$ cat src/rtl/acq_seq_pkg.sv
// Shared constants for the acquisition sequencer: FSM codes, control/status
// register bit positions and the packed status layout used by software headers.
package acq_seq_pkg;

    localparam logic [2:0] ST_IDLE  = 3'd0;
    localparam logic [2:0] ST_RUN   = 3'd1;
    localparam logic [2:0] ST_GAP   = 3'd2;
    localparam logic [2:0] ST_DONE  = 3'd3;
    localparam logic [2:0] ST_ERROR = 3'd4;

    localparam int RUN_BIT   = 0;
    localparam int CLR_BIT   = 1;
    localparam int LIMIT_LSB = 16;
    localparam int LIMIT_MSB = 31;

    localparam int STAT_BUSY_BIT   = 0;
    localparam int STAT_DONE_BIT   = 1;
    localparam int STAT_TOERR_BIT  = 2;
    localparam int STAT_RUN_BIT    = 3;
    localparam int STAT_STATE_LSB  = 4;
    localparam int STAT_STATE_MSB  = 6;
    localparam int STAT_COUNT_LSB  = 8;
    localparam int STAT_COUNT_MSB  = 31;

    localparam int FRAME_COUNT_W = 24;

    // Field order matches the STAT_* positions above, MSB first.
    typedef struct packed {
        logic [FRAME_COUNT_W-1:0] frame_count;
        logic                     rsvd;
        logic [2:0]               state;
        logic                     run;
        logic                     timeout_err;
        logic                     done;
        logic                     busy;
    } status_t;

endpackage

$ cat src/rtl/acq_ack_watchdog.sv
// Counts consecutive armed cycles without a kick; expired fires on the cycle
// the count would reach TIMEOUT so the owner can act on that same edge.
module acq_ack_watchdog #(
    parameter int TIMEOUT = 1023
) (
    input  logic clk,
    input  logic rstn,
    input  logic arm,
    input  logic kick,
    output logic expired
);

    localparam int CW = $clog2(TIMEOUT + 1);
    localparam logic [CW-1:0] LAST = CW'(TIMEOUT - 1);

    logic [CW-1:0] cnt;

    always_ff @(posedge clk) begin
        if (!rstn) begin
            cnt <= '0;
        end else if (arm && !kick) begin
            cnt <= cnt + 1'b1;
        end else begin
            cnt <= '0;
        end
    end

    assign expired = arm && !kick && (cnt == LAST);

endmodule

$ cat src/rtl/acq_sequencer.sv
// Frame sequencer: issues WORDS_PER_FRAME SPI word requests per frame, counts
// frames, honours a frame limit and aborts to ERROR when the SPI side stalls.
module acq_sequencer #(
    parameter int WORDS_PER_FRAME = 35,
    parameter int ACK_TIMEOUT     = 1023
) (
    input  logic        pl_clk,
    input  logic        pl_rstn,
    input  logic [31:0] control_reg_pl,
    output logic        spi_req,
    input  logic        spi_ack,
    output logic [5:0]  spi_word_idx,
    output logic        frame_start,
    output logic [31:0] status_reg_pl
);

    import acq_seq_pkg::*;

    localparam logic [5:0] LAST_IDX = 6'(WORDS_PER_FRAME - 1);

    logic                     run;
    logic                     clr;
    logic [15:0]              limit;
    logic                     unused_ctrl;
    logic [2:0]               state;
    logic                     run_q;
    logic                     run_armed;
    logic [FRAME_COUNT_W-1:0] frame_count;
    logic                     timeout_err;
    logic                     wd_expired;
    logic                     handshake;
    logic                     run_rise;
    logic                     limit_hit;
    status_t                  status_next;

    assign run         = control_reg_pl[RUN_BIT];
    assign clr         = control_reg_pl[CLR_BIT];
    assign limit       = control_reg_pl[LIMIT_MSB:LIMIT_LSB];
    assign unused_ctrl = ^control_reg_pl[LIMIT_LSB-1:CLR_BIT+1];

    // run_armed stays low until run has been seen low after reset, so a run
    // bit held across reset release cannot masquerade as a rising edge.
    assign run_rise  = run && !run_q && run_armed;
    assign handshake = spi_req && spi_ack;
    assign limit_hit = (limit != 16'd0) && (frame_count == {8'd0, limit});

    acq_ack_watchdog #(
        .TIMEOUT (ACK_TIMEOUT)
    ) u_watchdog (
        .clk     (pl_clk),
        .rstn    (pl_rstn),
        .arm     (spi_req),
        .kick    (spi_ack),
        .expired (wd_expired)
    );

    always_comb begin
        status_next             = '0;
        status_next.frame_count = frame_count;
        status_next.state       = state;
        status_next.run         = run;
        status_next.timeout_err = timeout_err;
        status_next.done        = (state == ST_DONE);
        status_next.busy        = (state == ST_RUN) || (state == ST_GAP);
    end

    always_ff @(posedge pl_clk) begin
        if (!pl_rstn) begin
            state         <= ST_IDLE;
            spi_req       <= 1'b0;
            spi_word_idx  <= '0;
            frame_start   <= 1'b0;
            frame_count   <= '0;
            timeout_err   <= 1'b0;
            run_q         <= 1'b0;
            run_armed     <= 1'b0;
            status_reg_pl <= '0;
        end else begin
            run_q         <= run;
            run_armed     <= run_armed || !run;
            frame_start   <= 1'b0;
            status_reg_pl <= status_next;

            case (state)
                ST_IDLE: begin
                    if (clr) begin
                        frame_count <= '0;
                    end
                    if (run_rise) begin
                        state        <= ST_RUN;
                        spi_req      <= 1'b1;
                        frame_start  <= 1'b1;
                        spi_word_idx <= '0;
                        timeout_err  <= 1'b0;
                    end
                end
                ST_RUN: begin
                    if (wd_expired) begin
                        state       <= ST_ERROR;
                        spi_req     <= 1'b0;
                        timeout_err <= 1'b1;
                    end else if (handshake) begin
                        if (spi_word_idx == LAST_IDX) begin
                            spi_word_idx <= '0;
                            frame_count  <= frame_count + 1'b1;
                            spi_req      <= 1'b0;
                            state        <= ST_GAP;
                        end else begin
                            spi_word_idx <= spi_word_idx + 6'd1;
                        end
                    end
                end
                // Frame boundary: the only place a stop or limit takes effect.
                ST_GAP: begin
                    if (!run) begin
                        state <= ST_IDLE;
                    end else if (limit_hit) begin
                        state <= ST_DONE;
                    end else begin
                        state       <= ST_RUN;
                        spi_req     <= 1'b1;
                        frame_start <= 1'b1;
                    end
                end
                ST_DONE, ST_ERROR: begin
                    if (!run) begin
                        state <= ST_IDLE;
                    end
                end
                default: begin
                    state   <= ST_IDLE;
                    spi_req <= 1'b0;
                end
            endcase
        end
    end

endmodule

$ cat config.mk
export PLATFORM = sky130hd
export DESIGN_NAME = acq_sequencer
export DESIGN_NICKNAME = d
export VERILOG_FILES = /design/src/rtl/acq_seq_pkg.sv /design/src/rtl/acq_ack_watchdog.sv /design/src/rtl/acq_sequencer.sv
export SDC_FILE = /design/constraint.sdc
export NUM_CORES = 1
export LEC_CHECK = 0
export BUFFER_PORTS_ARGS = -buffer_cell sky130_fd_sc_hd__buf_2
export CAP_MARGIN = 20
export CORE_UTILIZATION = 35
export DETAILED_ROUTE_END_ITERATION = 7
export PLACE_DENSITY = 0.62
export SYNTH_ARGS = -nofsm -noshare
export SYNTH_HDL_FRONTEND = slang
export SYNTH_HIERARCHICAL = 1
export SYNTH_SLANG_ARGS = --single-unit
$ cat constraint.sdc
create_clock -name pl_clk -period 2.9 [get_ports pl_clk]
set_clock_uncertainty 0.05 [all_clocks]
set_input_delay 0.29 -clock pl_clk [delete_from_list [all_inputs] [get_ports pl_clk]]
set_output_delay 0.29 -clock pl_clk [all_outputs]
set_load 0.02 [all_outputs]
Word level (Yosys, flattened, before mapping):

Cells that the tools add are included.
W data, S select, Z words.

* register bits: 80
* latch bits: 0
* bits in writable memories: 0
* memory bits (read-only): 0
* word-level logic and storage cells: 86
* memories: 0

* add/sub/neg operators: 3
* multipliers: 0
* div/mod/pow operators: 0
* order comparisons: 0
* eq/ne operators: 18
* shift-type cells: 0
* mux-type cells: 32
* bitwise logic cells: 1
* reduce and logical (&&, ||, !) cells: 21

Operators by type and width (count)
* $mux W24: 4
* $pmux W24 S2: 1
* $add A24 B1 Y24 const B: 1
* $eq A24 B16 Y1: 1
* $mux W6: 4
* $reduce_bool A16 Y1: 1
* $mux W3: 5
* $ne A2 B2 Y1 const B: 7
* $pmux W3 S4: 1
* $pmux W6 S2: 1
* $mux W1: 11
* $add A10 B1 Y10 const B: 1
* $eq A10 B10 Y1 const B: 1
* $reduce_and A4 Y1: 2
* $add A6 B1 Y6 const B: 1
* $eq A3 B2 Y1 const B: 2
* $eq A6 B6 Y1 const B: 1
* $logic_and A1 B1 Y1: 6
* $reduce_and A6 Y1: 1
* $reduce_and A5 Y1: 1
* $mux W2: 2
* $ne A2 B1 Y1 const B: 2
* $pmux W1 S2: 2
* $pmux W1 S4: 1
* other kinds (12): 15

Logic depth before layout (Yosys ltp):

* word-level depth: 5
* mapped depth: 10
* mapped depth without buffers: 9

Cells and area by module:

The synthesis kept the hierarchy.

Modules (own cells, without submodules)
* acq_sequencer: instances 1, cells an instance 320, area an instance 3021.6 um^2
* acq_ack_watchdog: instances 1, cells an instance 48, area an instance 434.2 um^2

Worst setup path before layout:

Ideal clock, no wire load.

* path type: flip-flop to flip-flop
* from: register u_watchdog.cnt[0]
* to: register frame_count[13]
* arrival time: 2256 ps
* required time: 2779 ps
* setup slack: 523 ps
* cell stages (with the launch flop): 10
* clock period less this slack: 2377 ps
* cell sequence: dfxtp_1 > inv_1 > ha_1 > nand4b_1 > nor3_1 > nand3b_1 > a2111oi_4 > nand3_2 > or4_1 > a21oi_1

* longest elaborated chain between the ends: 4

RTL lines
* start: declaration: RTL line acq_ack_watchdog.sv:16 `logic [CW-1:0] cnt;`
* start signal: assignment: RTL line acq_ack_watchdog.sv:22 `cnt <= cnt + 1'b1;`
* $eq A10 B10 Y1: RTL line acq_ack_watchdog.sv:28 `assign expired = arm && !kick && (cnt == LAST);`
* $logic_and A1 B1 Y1: RTL line acq_ack_watchdog.sv:28
* named net wd_expired: RTL line acq_sequencer.sv:30 `logic wd_expired;`
* $ne A2 B2 Y1 (no source line)
* $reduce_and A5 Y1 (no source line)
* end signal: assignment: RTL line acq_sequencer.sv:105 `frame_count <= frame_count + 1'b1;`
* end: declaration: RTL line acq_sequencer.sv:28 `logic [FRAME_COUNT_W-1:0] frame_count;`

The timed path passes the listed nets, and every way through them passes these cells.
A chain may end at the register's enable or synchronous reset.

Worst setup path in the final report:

* from: register u_watchdog.cnt[0]
* to: register frame_count[23]

The elaborated chain is that of the path after synthesis.

==> results.yml <==
placement:
  dpl_cell_area_um2: 3850
  dp_hpwl_mm: 5.30
  gp_congestion: 0.818
  io_buffers: 59
cts:
  cts_buffer_depth: 2
  clk_pin_slew_ns: 0.08
  post_cts_buffers: 0
  root_buffer: "clkbuf_8"
  clock-sinks: 78
  h-tree-depth: 3
  cts_tree: "built"
  numCtsBuffers: 9
  clk-insertion-delay-late_ns: 0.35
grt:
  grt_pass1_wl_mm: 12.5
  first_global_vias: 2629
  busiest_layer: "met2"
  met2_usage_pct: 24.2
  met1_usage_pct: 20.5
  antenna_found_initial: 0
  grtUsageMet3_pct: 2.90
  grt-ovfl-total: 0
  grt_use_total_pct: 15.7
  grt_max_degree: 28
yosys:
  synthXorXnorAreaFrac_pct: 10.1
  synth_cell_types: 58
  synth-simple-area-share_pct: 29.1
  avgSynthCellArea_um2: 9.39
  async_flop_share_pct: 0
  synth_area_um2: 3460
  yosys_warnings: 6
  ys_seq_area_share_pct: 45.2
  synth_edf_count: 0
  yosys_most_used_dff: "dfxtp_1"
  syn_inst: 368
  synth.net_count: 408
  synthMuxAreaShare_pct: 0.326
  synth_seq_cells: 78
  synth_compound_area_share_pct: 9.30
  synth_adder_area_share_pct: 1.81
  synth_top_family_by_area: "simple AND/OR/NAND/NOR gates"
power_and_ir_drop:
  ir_drop_mv: 0.340
  p_per_area_nw_per_um2: 678
  leakagePower_nw: 1.53
timing:
  setup_viol: 0
  period_minus_slack_ns: 2.61
  worst_slew_pin_slew_ns: 0.826
  relSlewSlack_pct: 44.8
  finalHoldViolations: 0
  fin_crit_sh_pct: 90.0
  tns_ns: 0
  rsz0062_at_grt: "no"
  finalMaxSlewViolations: 0
  fmax_mhz: 383
die:
  io_pins: 75
  die_w_um: 101
  dieArea_um2: 10300
  fp.dieH_um: 101
  start_util_pct: 36.7
  num_rows: 35
  core_area_um2: 9420
flow_run:
  cap_violations: 0
detailed_routing:
  final_antenna_net_count: 0
  drc: 0
  routed_wl_mm: 7.43
  drt_iter0_drc: 111
  first_pass_iters: 4
  wl_per_cell_um: 13.3
  dr_total_vias: 2768
  viasPerCell: 4.96
finish:
  nFillCells: 941
  drive_gt1_share_pct: 21.7
  area_growth_pct: 17.3
  num-nets-final: 464
  antenna_cells: 0
  stdcell_area_um2: 4060
worst_setup_path:
  critPathMaxFanout: 17
  cp-start-kind: "flop"
  end_kind: "flop"
  cp_data_required_time_ns: 3.12
  r2r_slack_ns: 0.29
  criticalPathCategory: "flop to flop"
  cp.arrival_ns: 2.83
run_status:
  status: "complete, no violations"
hold_path:
  hold_class: "input pin to flop"
## cells by family (layout without fill, tap and decap cells)
family | after synthesis | after routing
fa+ha+maj | 5 | 5
buf+inv | 28 | 89
flops | 78 | 78
xor+xnor | 40 | 40
simple gates | 167 | 167
mux | 1 | 1
compound gates | 48 | 48
other cells | 1 | 1
## what timing repair did
| action | 4_1_cts | 5_1_grt |
|---|---|---|
| hold buffers | 0 | 0 |
| setup endpoints to repair | 0 | 3 |
| gates resized for setup | 0 | 1 |
## worst max-delay path: stages (launching register included)
cell	delay, ns
dfxtp_1	0.40
inv_1	0.06
ha_1	0.20
nand4b_1	0.09
nor3_1	0.08
nand3b_1	0.27
a2111oi_4	0.47
nand3_4	0.23
or4_1	0.52
a21oi_1	0.15
## cell usage in the layout, fill, tap and decap left out, types with 8 or more instances in the layout
cell      instances
a21oi_1          16
and2_1           29
buf_2            59
clkbuf_8          9
dfxtp_1          78
inv_1             8
nand2_1          16
nand3_1          15
nand4_1          14
nor2_1           28
nor4_1           12
o21ai_0           9
xnor2_1          27
xor2_1           13
## final timing paths
path                          start         endpoint  cells after the start
setup reg to reg  u_watchdog/cnt[0]  frame_count[23]                      9
hold / removal    control_reg_pl[0]        run_armed                      2
hold reg to reg           run_armed        run_armed                      2
setup / recovery  u_watchdog/cnt[0]  frame_count[23]                      9
## cells in the mapped netlist, types with 2 or more instances
master	number	area (um^2)
dfxtp_1	78	1560
and2_1	29	181
nor2_1	28	105
xnor2_1	27	236
a21oi_1	16	80.1
nand2_1	16	60.1
nand3_1	15	75.1
nand4_1	14	87.6
xor2_1	13	114
nor4_1	12	75.1
clkbuf_1	10	37.5
o21ai_0	9	45.0
inv_1	8	30.0
o31ai_1	7	52.6
or4_1	7	52.6
nor3_1	6	30.0
and4_1	5	43.8
ha_1	5	62.6
or3_1	5	31.3
buf_4	4	30.0
nand3b_1	4	30.0
nor3b_1	4	30.0
a21boi_0	3	22.5
and3_1	3	18.8
a211oi_1	2	15.0
and3_2	2	15.0
buf_2	2	10.0
buf_6	2	22.5
nand3_2	2	20.0
nor4b_1	2	17.5
## report_power, final
part	internal [mW]	switching, mW	leakage, nW	total [mW]
sequential	1.13	0.0886	0.630	1.22
clock	0.403	0.405	0.0931	0.809
combinational	0.279	0.438	0.809	0.717
total	1.82	0.932	1.53	2.75
## per-layer routing
metal	part of all wire [%]	wire length, um
met5	0	0
met3	3.3	245
met1	50	3710
met2	44	3240
met4	3.1	228
## area by class of cell
class | count | area [um^2] | share of cell area [%]
Multi-Input combinational cell | 262 | 1760 | 43.5
Sequential cell | 78 | 1560 | 38.5
Timing Repair Buffer | 65 | 340 | 8.39
Tap cell | 129 | 161 | 3.98
Clock buffer | 10 | 128 | 3.15
Clock inverter | 6 | 71.3 | 1.76
Inverter | 8 | 30.0 | 0.741
## stage by stage
stage	power [mW]	hold WS, ns	instances	worst slack, ns	utilization [%]
after detailed placement	1.95	0.409	542	0.207	40.9
final	2.75	0.163	558	0.291	43.1
after floorplan	1.74	0.346	368	0.523	-
after CTS	2.76	0.149	558	0.181	43.0
after global placement	1.93	0.396	542	0.302	40.9
after global routing	2.91	0.194	558	0.0447	43.1
## state kept, by name, indices dropped and copies added, names as in the netlist
register and flops:
status_reg_pl 31, state 3, spi_req 1, u_watchdog/cnt 10
frame_count 24, spi_word_idx 6, frame_start 1, timeout_err 1
run_armed 1
Power figures use the tool's default switching activity.
